<file path="config.mk">
export PLATFORM = sky130hd
export DESIGN_NAME = dfdd_frame_ctrl
export DESIGN_NICKNAME = d
export VERILOG_FILES = /design/src/rtl/dfdd_ctrl_pkg.sv /design/src/rtl/dfdd_coef_bank.sv /design/src/rtl/dfdd_frame_ctrl.sv
export SDC_FILE = /design/constraint.sdc
export NUM_CORES = 2
export LEC_CHECK = 0
export BUFFER_PORTS_ARGS = -buffer_cell sky130_fd_sc_hd__buf_4
export CAP_MARGIN = 40
export CORE_ASPECT_RATIO = 1.5
export CORE_MARGIN = 1.5
export CORE_UTILIZATION = 50
export CTS_CLUSTER_DIAMETER = 120
export DETAILED_ROUTE_END_ITERATION = 10
export PLACE_DENSITY = 0.8
export SLEW_MARGIN = 20
export SYNTH_ARGS = -nofsm -noshare
export SYNTH_HDL_FRONTEND = slang
export SYNTH_SLANG_ARGS = --single-unit
</file>
<file path="constraint.sdc">
create_clock -name clk_i -period 3.54 [get_ports clk_i]
set_input_delay 0.708 -clock clk_i [delete_from_list [all_inputs] [get_ports clk_i]]
set_output_delay 0.708 -clock clk_i [all_outputs]
set_load 0.01 [all_outputs]
</file>
<file path="src/rtl/dfdd_ctrl_pkg.sv">
// Shared types and coefficient address map for the DFDD frame controller.
// Address layout per bank: w[s][k] at 3*s+k, then w_t, then a[s].
package dfdd_ctrl_pkg;

    typedef enum logic [1:0] {
        ST_IDLE  = 2'd0,
        ST_RUN   = 2'd1,
        ST_DRAIN = 2'd2
    } state_t;

    localparam int COEF_PER_SCALE = 3;

    function automatic int coef_w_addr(input int s, input int k);
        return COEF_PER_SCALE * s + k;
    endfunction

    function automatic int coef_wt_addr(input int scales);
        return COEF_PER_SCALE * scales;
    endfunction

    function automatic int coef_a_addr(input int scales, input int s);
        return COEF_PER_SCALE * scales + 1 + s;
    endfunction

    function automatic int coef_count(input int scales);
        return (COEF_PER_SCALE + 1) * scales + 1;
    endfunction

endpackage

</file>
<file path="src/rtl/dfdd_coef_bank.sv">
// Shadow/active coefficient register pair. Writes land in the shadow bank;
// a commit copies shadow to active only when the controller allows it.
module dfdd_coef_bank
    import dfdd_ctrl_pkg::*;
#(
    parameter  int EXP_WIDTH    = 8,
    parameter  int FRAC_WIDTH   = 23,
    parameter  int SCALES       = 3,
    localparam int FP_WIDTH_REG = 1 + EXP_WIDTH + FRAC_WIDTH,
    localparam int NCOEF        = coef_count(SCALES),
    localparam int AW           = $clog2(NCOEF)
) (
    input  logic                                       clk_i,
    input  logic                                       rst_i,
    input  logic                                       we_i,
    input  logic [AW-1:0]                              addr_i,
    input  logic [FP_WIDTH_REG-1:0]                    data_i,
    input  logic                                       commit_i,
    input  logic                                       apply_ok_i,
    output logic [SCALES-1:0][2:0][FP_WIDTH_REG-1:0]   w_o,
    output logic [FP_WIDTH_REG-1:0]                    w_t_o,
    output logic [SCALES-1:0][FP_WIDTH_REG-1:0]        a_o,
    output logic                                       commit_pending_o
);

    logic [SCALES-1:0][2:0][FP_WIDTH_REG-1:0] r_w_sh;
    logic [SCALES-1:0][2:0][FP_WIDTH_REG-1:0] r_w_act;
    logic [FP_WIDTH_REG-1:0]                  r_wt_sh;
    logic [FP_WIDTH_REG-1:0]                  r_wt_act;
    logic [SCALES-1:0][FP_WIDTH_REG-1:0]      r_a_sh;
    logic [SCALES-1:0][FP_WIDTH_REG-1:0]      r_a_act;
    logic                                     r_pending;

    logic w_req;
    logic w_apply;

    assign w_req   = r_pending | commit_i;
    assign w_apply = w_req & apply_ok_i;

    // NOTE: both banks are explicit registers with a reset, not a RAM, because
    // the reset state of every coefficient must be observable as zero.
    always_ff @(posedge clk_i) begin
        if (rst_i) begin
            r_w_sh    <= '0;
            r_w_act   <= '0;
            r_wt_sh   <= '0;
            r_wt_act  <= '0;
            r_a_sh    <= '0;
            r_a_act   <= '0;
            r_pending <= 1'b0;
        end else begin
            // Copy reads the shadow values from before this cycle's write.
            if (w_apply) begin
                r_w_act  <= r_w_sh;
                r_wt_act <= r_wt_sh;
                r_a_act  <= r_a_sh;
            end
            if (we_i) begin
                for (int s = 0; s < SCALES; s++) begin
                    for (int k = 0; k < COEF_PER_SCALE; k++) begin
                        if (int'(addr_i) == coef_w_addr(s, k)) r_w_sh[s][k] <= data_i;
                    end
                    if (int'(addr_i) == coef_a_addr(SCALES, s)) r_a_sh[s] <= data_i;
                end
                if (int'(addr_i) == coef_wt_addr(SCALES)) r_wt_sh <= data_i;
            end
            r_pending <= w_req & ~apply_ok_i;
        end
    end

    assign w_o              = r_w_act;
    assign w_t_o            = r_wt_act;
    assign a_o              = r_a_act;
    assign commit_pending_o = r_pending;

endmodule

</file>
<file path="src/rtl/dfdd_frame_ctrl.sv">
// Frame sequencer for the DFDD datapath: raster counters, drain/echo tracking
// with timeout, and gating of coefficient commits to idle periods.
module dfdd_frame_ctrl
    import dfdd_ctrl_pkg::*;
#(
    parameter  int EXP_WIDTH     = 8,
    parameter  int FRAC_WIDTH    = 23,
    parameter  int SCALES        = 3,
    parameter  int DRAIN_TIMEOUT = 4096,
    localparam int FP_WIDTH_REG  = 1 + EXP_WIDTH + FRAC_WIDTH,
    localparam int NCOEF         = 4 * SCALES + 1,
    localparam int AW            = $clog2(NCOEF)
) (
    input  logic                                       clk_i,
    input  logic                                       rst_i,
    input  logic                                       start_i,
    input  logic                                       abort_i,
    input  logic [15:0]                                frame_width_i,
    input  logic [15:0]                                frame_height_i,
    input  logic                                       pix_valid_i,
    output logic                                       pix_ready_o,
    output logic                                       dp_valid_o,
    output logic [15:0]                                dp_col_o,
    output logic [15:0]                                dp_row_o,
    input  logic                                       dp_valid_i,
    input  logic [15:0]                                dp_col_i,
    input  logic [15:0]                                dp_row_i,
    input  logic                                       cfg_we_i,
    input  logic [AW-1:0]                              cfg_addr_i,
    input  logic [FP_WIDTH_REG-1:0]                    cfg_data_i,
    input  logic                                       cfg_commit_i,
    output logic [SCALES-1:0][2:0][FP_WIDTH_REG-1:0]   w_o,
    output logic [FP_WIDTH_REG-1:0]                    w_t_o,
    output logic [SCALES-1:0][FP_WIDTH_REG-1:0]        a_o,
    output logic                                       busy_o,
    output logic                                       commit_pending_o,
    output logic                                       frame_done_o,
    output logic                                       timeout_o
);

    localparam int             DCW        = $clog2(DRAIN_TIMEOUT + 1);
    localparam logic [DCW-1:0] DRAIN_LAST = DCW'(DRAIN_TIMEOUT - 1);

    state_t          r_state;
    logic [15:0]     r_w;
    logic [15:0]     r_h;
    logic [15:0]     r_col;
    logic [15:0]     r_row;
    logic [DCW-1:0]  r_drain_cnt;
    logic            r_dp_valid;
    logic [15:0]     r_dp_col;
    logic [15:0]     r_dp_row;
    logic            r_frame_done;
    logic            r_timeout;

    logic w_accept;
    logic w_col_last;
    logic w_row_last;
    logic w_echo_last;
    logic w_drain_end;
    logic w_to_idle;
    logic w_apply_ok;

    assign w_accept    = (r_state == ST_RUN) && pix_valid_i && !abort_i;
    assign w_col_last  = (r_col == r_w - 16'd1);
    assign w_row_last  = (r_row == r_h - 16'd1);
    assign w_echo_last = dp_valid_i && (dp_col_i == r_w - 16'd1) && (dp_row_i == r_h - 16'd1);
    assign w_drain_end = (r_drain_cnt == DRAIN_LAST);
    assign w_to_idle   = abort_i || ((r_state == ST_DRAIN) && (w_echo_last || w_drain_end));
    // Commits land while idle or on the edge that re-enters idle, so the first
    // idle cycle already shows the new bank and a busy frame never sees a change.
    assign w_apply_ok  = (r_state == ST_IDLE) || w_to_idle;

    always_ff @(posedge clk_i) begin
        if (rst_i) begin
            r_state      <= ST_IDLE;
            r_w          <= '0;
            r_h          <= '0;
            r_col        <= '0;
            r_row        <= '0;
            r_drain_cnt  <= '0;
            r_dp_valid   <= 1'b0;
            r_dp_col     <= '0;
            r_dp_row     <= '0;
            r_frame_done <= 1'b0;
            r_timeout    <= 1'b0;
        end else begin
            r_dp_valid   <= 1'b0;
            r_frame_done <= 1'b0;
            r_timeout    <= 1'b0;
            if (abort_i) begin
                r_state     <= ST_IDLE;
                r_col       <= '0;
                r_row       <= '0;
                r_drain_cnt <= '0;
            end else begin
                case (r_state)
                    ST_IDLE: begin
                        if (start_i && (frame_width_i != 16'd0) && (frame_height_i != 16'd0)) begin
                            r_w     <= frame_width_i;
                            r_h     <= frame_height_i;
                            r_col   <= '0;
                            r_row   <= '0;
                            r_state <= ST_RUN;
                        end
                    end
                    ST_RUN: begin
                        if (w_accept) begin
                            r_dp_valid <= 1'b1;
                            r_dp_col   <= r_col;
                            r_dp_row   <= r_row;
                            if (w_col_last) begin
                                r_col <= '0;
                                if (w_row_last) begin
                                    r_row       <= '0;
                                    r_drain_cnt <= '0;
                                    r_state     <= ST_DRAIN;
                                end else begin
                                    r_row <= r_row + 16'd1;
                                end
                            end else begin
                                r_col <= r_col + 16'd1;
                            end
                        end
                    end
                    ST_DRAIN: begin
                        if (w_echo_last) begin
                            r_frame_done <= 1'b1;
                            r_drain_cnt  <= '0;
                            r_state      <= ST_IDLE;
                        end else if (w_drain_end) begin
                            r_timeout   <= 1'b1;
                            r_drain_cnt <= '0;
                            r_state     <= ST_IDLE;
                        end else begin
                            r_drain_cnt <= r_drain_cnt + 1'b1;
                        end
                    end
                    default: r_state <= ST_IDLE;
                endcase
            end
        end
    end

    assign pix_ready_o  = (r_state == ST_RUN);
    assign busy_o       = (r_state != ST_IDLE);
    assign dp_valid_o   = r_dp_valid;
    assign dp_col_o     = r_dp_col;
    assign dp_row_o     = r_dp_row;
    assign frame_done_o = r_frame_done;
    assign timeout_o    = r_timeout;

    dfdd_coef_bank #(
        .EXP_WIDTH  (EXP_WIDTH),
        .FRAC_WIDTH (FRAC_WIDTH),
        .SCALES     (SCALES)
    ) u_coef_bank (
        .clk_i            (clk_i),
        .rst_i            (rst_i),
        .we_i             (cfg_we_i),
        .addr_i           (cfg_addr_i),
        .data_i           (cfg_data_i),
        .commit_i         (cfg_commit_i),
        .apply_ok_i       (w_apply_ok),
        .w_o              (w_o),
        .w_t_o            (w_t_o),
        .a_o              (a_o),
        .commit_pending_o (commit_pending_o)
    );

endmodule

</file>
# Yosys cells after proc, flatten, opt, wreduce, memory -nomap -nowiden
# Index checks and enable logic that the tools add are counted.
op_classes:
  n_addsub: 5
  mul: 0
  n_div: 0
  n_lt_le_gt_ge: 0
  n_eq_ne: 24
  shift: 0
  muxes: 24
  bitwise: 7
  reduce_logical: 41
op_table:
  columns: ["cell", "n"]
  rows:
  - ["16-bit 2-to-1 mux", 6]
  - ["13-bit 2-to-1 mux", 5]
  - ["16-bit == test", 4]
  - ["16-bit one-hot mux with 2 select lines", 2]
  - ["16-bit by 1-bit adder with 16-bit output (second input constant)", 2]
  - ["4-bit == test (second input constant)", 8]
  - ["16-bit nonzero test", 2]
  - ["16-bit by 1-bit subtractor with 16-bit output (second input constant)", 2]
  - ["13-bit one-hot mux with 2 select lines", 1]
  - ["2-bit AND reduction", 13]
  - ["13-bit by 1-bit adder with 13-bit output (second input constant)", 1]
  - ["13-bit by 12-bit == test with 1-bit output (second input constant)", 1]
  - ["4-bit by 3-bit == test with 1-bit output (second input constant)", 3]
  - ["2-bit 2-to-1 mux", 6]
  - ["3-bit AND reduction", 3]
  - ["2-bit by 1-bit inequality test with 1-bit output (second input constant)", 4]
  - ["4-bit AND reduction", 2]
  - ["1-bit logical AND", 7]
  - ["2-bit one-hot mux with 3 select lines", 1]
  - ["2-bit nonzero test", 3]
  - ["3-bit OR reduction", 2]
  - ["5-bit AND reduction", 1]
  - ["4-bit by 2-bit == test with 1-bit output (second input constant)", 1]
  - ["4-bit zero test", 1]
  - ["12 further kinds", 20]
word_totals:
  ff_bits: 947
  latch_bits: 0
  ram_bits: 0
  rom_bits: 0
  inputBits: 108
  output_inout_bits: 454
  wordCells: 139
  memories: 0

# Longest topological paths before layout
logic_depth:
  ltp_word: 10
  ltp_mapped: 15
  mapped_depth_nobuf: 10

# By module
# From an unflattened synthesis, not the netlist that was laid out.
hier_totals:
  hier_cells: 4140
  area_unflattened_um2: 37367.1
modules_own_cells:
  columns: ["mod", "instances", "cells_per_inst", "area_each_um2", "seq_area_each_um2"]
  rows:
  - ["dfdd_coef_bank", 1, 3234, 30186.5, 16676.0]
  - ["dfdd_frame_ctrl", 1, 906, 7180.6, 2282.2]

# Worst setup path before layout
# Ideal clock, no wire load.
synth_timing:
  kind: "register -> register"
  from: "reg r_h[10]"
  to: "reg r_drain_cnt[0]"
  setup_ns: 0.117
  arrival_ns: 3.032
  required_time_ns: 3.423
  setup_slack_ns: 0.391
  path_stages_with_launch: 13
  n_path_buf: 4
  period_less_slack_ns: 3.149
  path_cell_list: "dfxtp_1 -> clkbuf_1 -> nor4_1 -> nand4_1 -> xnor2_1 -> a2111oi_0 -> nor4bb_1 -> buf_2 -> a31oi_4 -> buf_6 -> a22oi_1 -> buf_2 -> nor2_1"
synth_between:
  elab_chain_cells: 5
  elab_cells_between_ends: 8
  cone_classes: "1 x add/sub; 3 x eq/ne; 2 x mux; 2 x reduce/logical"
synth_lines:
  columns: ["element", "line_no", "rtl"]
  rows:
  - ["from (decl)", "dfdd_frame_ctrl.sv:46", "logic [15:0] r_h;"]
  - ["from (signal assigned)", "dfdd_frame_ctrl.sv:101", "r_h <= frame_height_i;"]
  - ["16-bit by 1-bit subtractor with 16-bit output *", "dfdd_frame_ctrl.sv:66, dfdd_frame_ctrl.sv:67", null]
  - ["16-bit == test", "dfdd_frame_ctrl.sv:67", "assign w_echo_last = dp_valid_i && (dp_col_i == r_w - 16'd1) && (dp_row_i == r_h - 16'd1);"]
  - ["1-bit logical AND", "dfdd_frame_ctrl.sv:67", null]
  - ["13-bit 2-to-1 mux", "dfdd_frame_ctrl.sv:127", "if (w_echo_last) begin"]
  - ["13-bit one-hot mux with 2 select lines", "dfdd_frame_ctrl.sv:97", "case (r_state)"]
  - ["to (signal assigned)", "dfdd_frame_ctrl.sv:136", "r_drain_cnt <= r_drain_cnt + 1'b1;"]
  - ["to (decl)", "dfdd_frame_ctrl.sv:49", "logic [DCW-1:0] r_drain_cnt;"]
# Every way passes the cells marked *; elsewhere a longest branch is shown, timed or not.
# A chain may end at the register's enable or synchronous reset.

# Final worst setup path
layout_timing:
  from: "reg r_h[1]"
  to: "reg r_drain_cnt[2]"
# Same word-level chain as after synthesis.

==> run metrics <==
root buffer cell=clkbuf_16; GRT Total Usage=29.4%; Critical Path Source Type=flop; placed inst area=45200 µm²; Top FF cell, synth=dfxtp_1; final design utilization=61.7%; switch share=24.7%; Mapped Nets=4637; row cnt=126; CTS tree=done; drt total wl=126000 µm; pre-CTS WS=0.0703 ns; Die ar.=81300 µm²; status=finished clean; leakage power=19.1 nW; max_slew headroom=51.4%; final period utilization=96.1%; number of flops mapped to enable cells by yosys=0; final worst-path setup slack=0.140 ns; Worst setup EP type=flop; Worst Tran Pin Value=0.729 ns; Final Max Tran Viols=0; Final Hold Viols=0; WS Path Type=flop to flop; Final Skew=0.0267 ns; final setup fails=0; IO Port Bufs=561; Routed Antenna Nets=0; syn_area_per_cell=8.79 µm²; Vias/cell=5.45; CTS buffer count=87; Placeable Area=78700 µm²; Pre-antenna DRT Iters=6; Pwr Density=472 nW/µm²; worst path required time=4.11 ns; clk_lat worst skew=0.66 ns; DRT iter0 DRCs=2620; GR Overflow Total=0; share of synthesized registers carrying an async set or reset=0%; chip width=233 µm; Syn-to-layout area delta=22.1%; register area=19000 µm²; die height=348 µm; Reg power frac=47.3%; leading cell types by total area after synthesis=dfxtp_1, nand2b_1, mux2i_1; cell area after layout=48600 µm²; maxcap violations=0; # DRC=0; H-tree levels=3; vias in the first global route=30900; Comb pwr share=9.8%; initial core utilization=50.6%; initial antenna violation count=1; achievable frequency=294 MHz; first-pass GRT wire length=182000 µm; layout cell share with drive strength beyond 1=18.0%; HP Class=input pin to flop; largest area contributor in the netlist=dfxtp_1; share of the synthesized area in the top cell type=47.7%; Min Hold Slack=0.300 ns; Internal Power=0.0173 W; pin count of the biggest net entering global routing=207; Clock Path Buffers=3; Fill cells=6488; net switching power=0.00565 W; minimum clock period=3.40 ns; # IOs=562; Worst R2R Setup Slack=0.14 ns; YS warnings=0; NumNets Final=5087; Placer Congestion=0.934; Mapped Area=39800 µm²; multi-input logic area=19300 µm²; Arr. time, crit path=3.97 ns; total number of vias=33000; Clock Sinks=947; register area share after synthesis=47.7%; Netlist cell types=78; worst vdd ir=404 µV; Mapped Cells=4524; Clock Pin Slew Worst Setup and Hold Paths=0.07 ns; Crit Path Max Fanout=19; DP Wirelength=81800 µm; Synth Register Bits=947; average routed wire per standard cell=20.7 µm; Clock power frac=42.9%; number of diodes=0
-- worst max-delay path, stage by stage, from the launching register on --
cell and delay [ns]:
dfxtp_1 0.36, inv_1 0.08, ha_1 0.29, nor3b_2 0.29
xnor2_1 0.15, o2111ai_1 0.20, or4_1 0.51, nor4bb_1 0.30
buf_4 0.19, a31oi_4 0.22, buf_4 0.24, or3_1 0.32
a21oi_1 0.17
-- what timing repair did --
| action | 4_1_cts | 5_1_grt |
|---|---|---|
| resized for setup | 0 | 18 |
| setup buffers | 0 | 5 |
| hold buffers | 0 | 0 |
| setup endpoints to repair | 0 | 407 |
-- cells by family (layout without fill, tap and decap cells) --
family | after synthesis | count (layout) | share of synthesized area [%]
XOR/XNOR | 87 | 87 | 2.34
AO/OA/AOI/OAI | 568 | 568 | 7.75
adder cells (fa/ha/maj) | 5 | 5 | 0.157
AND/OR/NAND/NOR | 2080 | 2080 | 26.6
buffers and inverters | 381 | 899 | 4.05
flip-flops | 947 | 947 | 47.7
multiplexers | 456 | 456 | 11.5
-- cell type report --
| type | count | share of cell area, % |
|---|---|---|
| sequential | 947 | 39.0 |
| tap | 1024 | 2.64 |
| inverter | 25 | 0.193 |
| multi-input combinational | 3196 | 39.7 |
| timing repair buffer | 717 | 12.2 |
| clock buffer | 118 | 5.07 |
| clock inverter | 39 | 1.12 |
-- sequential cells by signal, summed over array words and instances (netlist names), 2 cells and up --
| signal | flops |
|---|---|
| u_coef_bank.r_a_sh | 96 |
| dp_row_o | 16 |
| dp_col_o | 16 |
| r_state | 2 |
| r_row | 16 |
| u_coef_bank.w_t_o | 32 |
| u_coef_bank.r_w_sh | 288 |
| r_h | 16 |
| r_col | 16 |
| u_coef_bank.a_o | 96 |
| r_w | 16 |
| r_drain_cnt | 13 |
| u_coef_bank.r_wt_sh | 32 |
| u_coef_bank.w_o | 288 |
-- cells in the final DEF (no fill, tap or decap), drive strengths merged, types with 4 or more instances in the layout --
cell / Yosys / layout
mux2i: 454 / 454
and4: 4 / 4
xor2: 26 / 26
dfxtp: 947 / 947
nor3b: 5 / 5
xnor2: 49 / 49
nor2b: 6 / 6
a21oi: 486 / 486
or2: 6 / 6
o21ai: 16 / 16
nor4: 30 / 30
or4: 22 / 22
nand4b: 6 / 6
buf: 66 / 708
inv: 24 / 26
nand4: 26 / 26
a31oi: 5 / 5
ha: 5 / 5
nand3: 34 / 34
xnor3: 10 / 10
nor3: 25 / 25
and3: 6 / 6
o211ai: 7 / 7
a22oi: 5 / 5
clkinvlp: 0 / 10
nor2: 90 / 90
clkbuf: 290 / 127
nand3b: 4 / 4
bufinv: 0 / 8
nand2: 946 / 946
nand2b: 842 / 842
o31ai: 17 / 17
or3: 11 / 11
clkinv: 1 / 20
and2: 5 / 5
-- through the flow --
stage | cells | power, W | TNS, ns
floorplan | 4524 | 0.0124 | 0
global placement | 5895 | 0.0132 | 0
detailed placement | 5895 | 0.0132 | 0
CTS | 6052 | 0.0229 | 0
global route | 6066 | 0.0236 | -0.0544
finish | 6066 | 0.0229 | 0
-- cell usage after synthesis, types with 5 or more instances --
| master | count |
|---|---|
| xnor3_1 | 10 |
| xor2_1 | 26 |
| or2_2 | 6 |
| nor3_1 | 23 |
| nor4_1 | 23 |
| or4_1 | 21 |
| inv_1 | 24 |
| buf_2 | 27 |
| o21ai_0 | 9 |
| nand4_1 | 26 |
| nor2b_1 | 6 |
| ha_1 | 5 |
| nor2_1 | 90 |
| dfxtp_1 | 947 |
| or3_1 | 11 |
| o211ai_1 | 7 |
| clkbuf_1 | 290 |
| xnor2_1 | 49 |
| a21oi_1 | 486 |
| nand2b_1 | 842 |
| and3_1 | 6 |
| and2_1 | 5 |
| nand3_1 | 34 |
| nand2_1 | 946 |
| mux2i_1 | 454 |
| o21ai_1 | 6 |
| nand4b_1 | 6 |
| o31ai_1 | 17 |
| buf_4 | 31 |
-- final timing paths --
check / start / endpoint / depth (start not counted)
worst max-delay path: r_h[1] / r_drain_cnt[2] / 12
worst min-delay path: frame_width_i[2] / r_w[2] / 3
worst max register to register: r_h[1] / r_drain_cnt[2] / 12
worst min register to register: u_coef_bank.r_a_sh[90] / u_coef_bank.r_a_sh[90] / 2
-- layer usage --
layer | track usage [%] | part of all wire [%] | up-vias
met5 | 0 | 0 | -
met4 | 15.4 | 5.4 | 0
met3 | 6.73 | 8.2 | 296
met2 | 49.2 | 48 | 1340
met1 | 34.9 | 39 | 15700
li1 | - | - | 15700
-- power groups by stage --
stage                     clock, W  sequential [W]  combinational (W)
after global placement           0          0.0111            0.00208
after detailed placement         0          0.0111            0.00210
after global routing        0.0104          0.0108            0.00234
after floorplan                  0          0.0111            0.00132
after CTS                  0.00994          0.0108            0.00211
final                      0.00983          0.0108            0.00224
(Power assumes the default switching activity.)
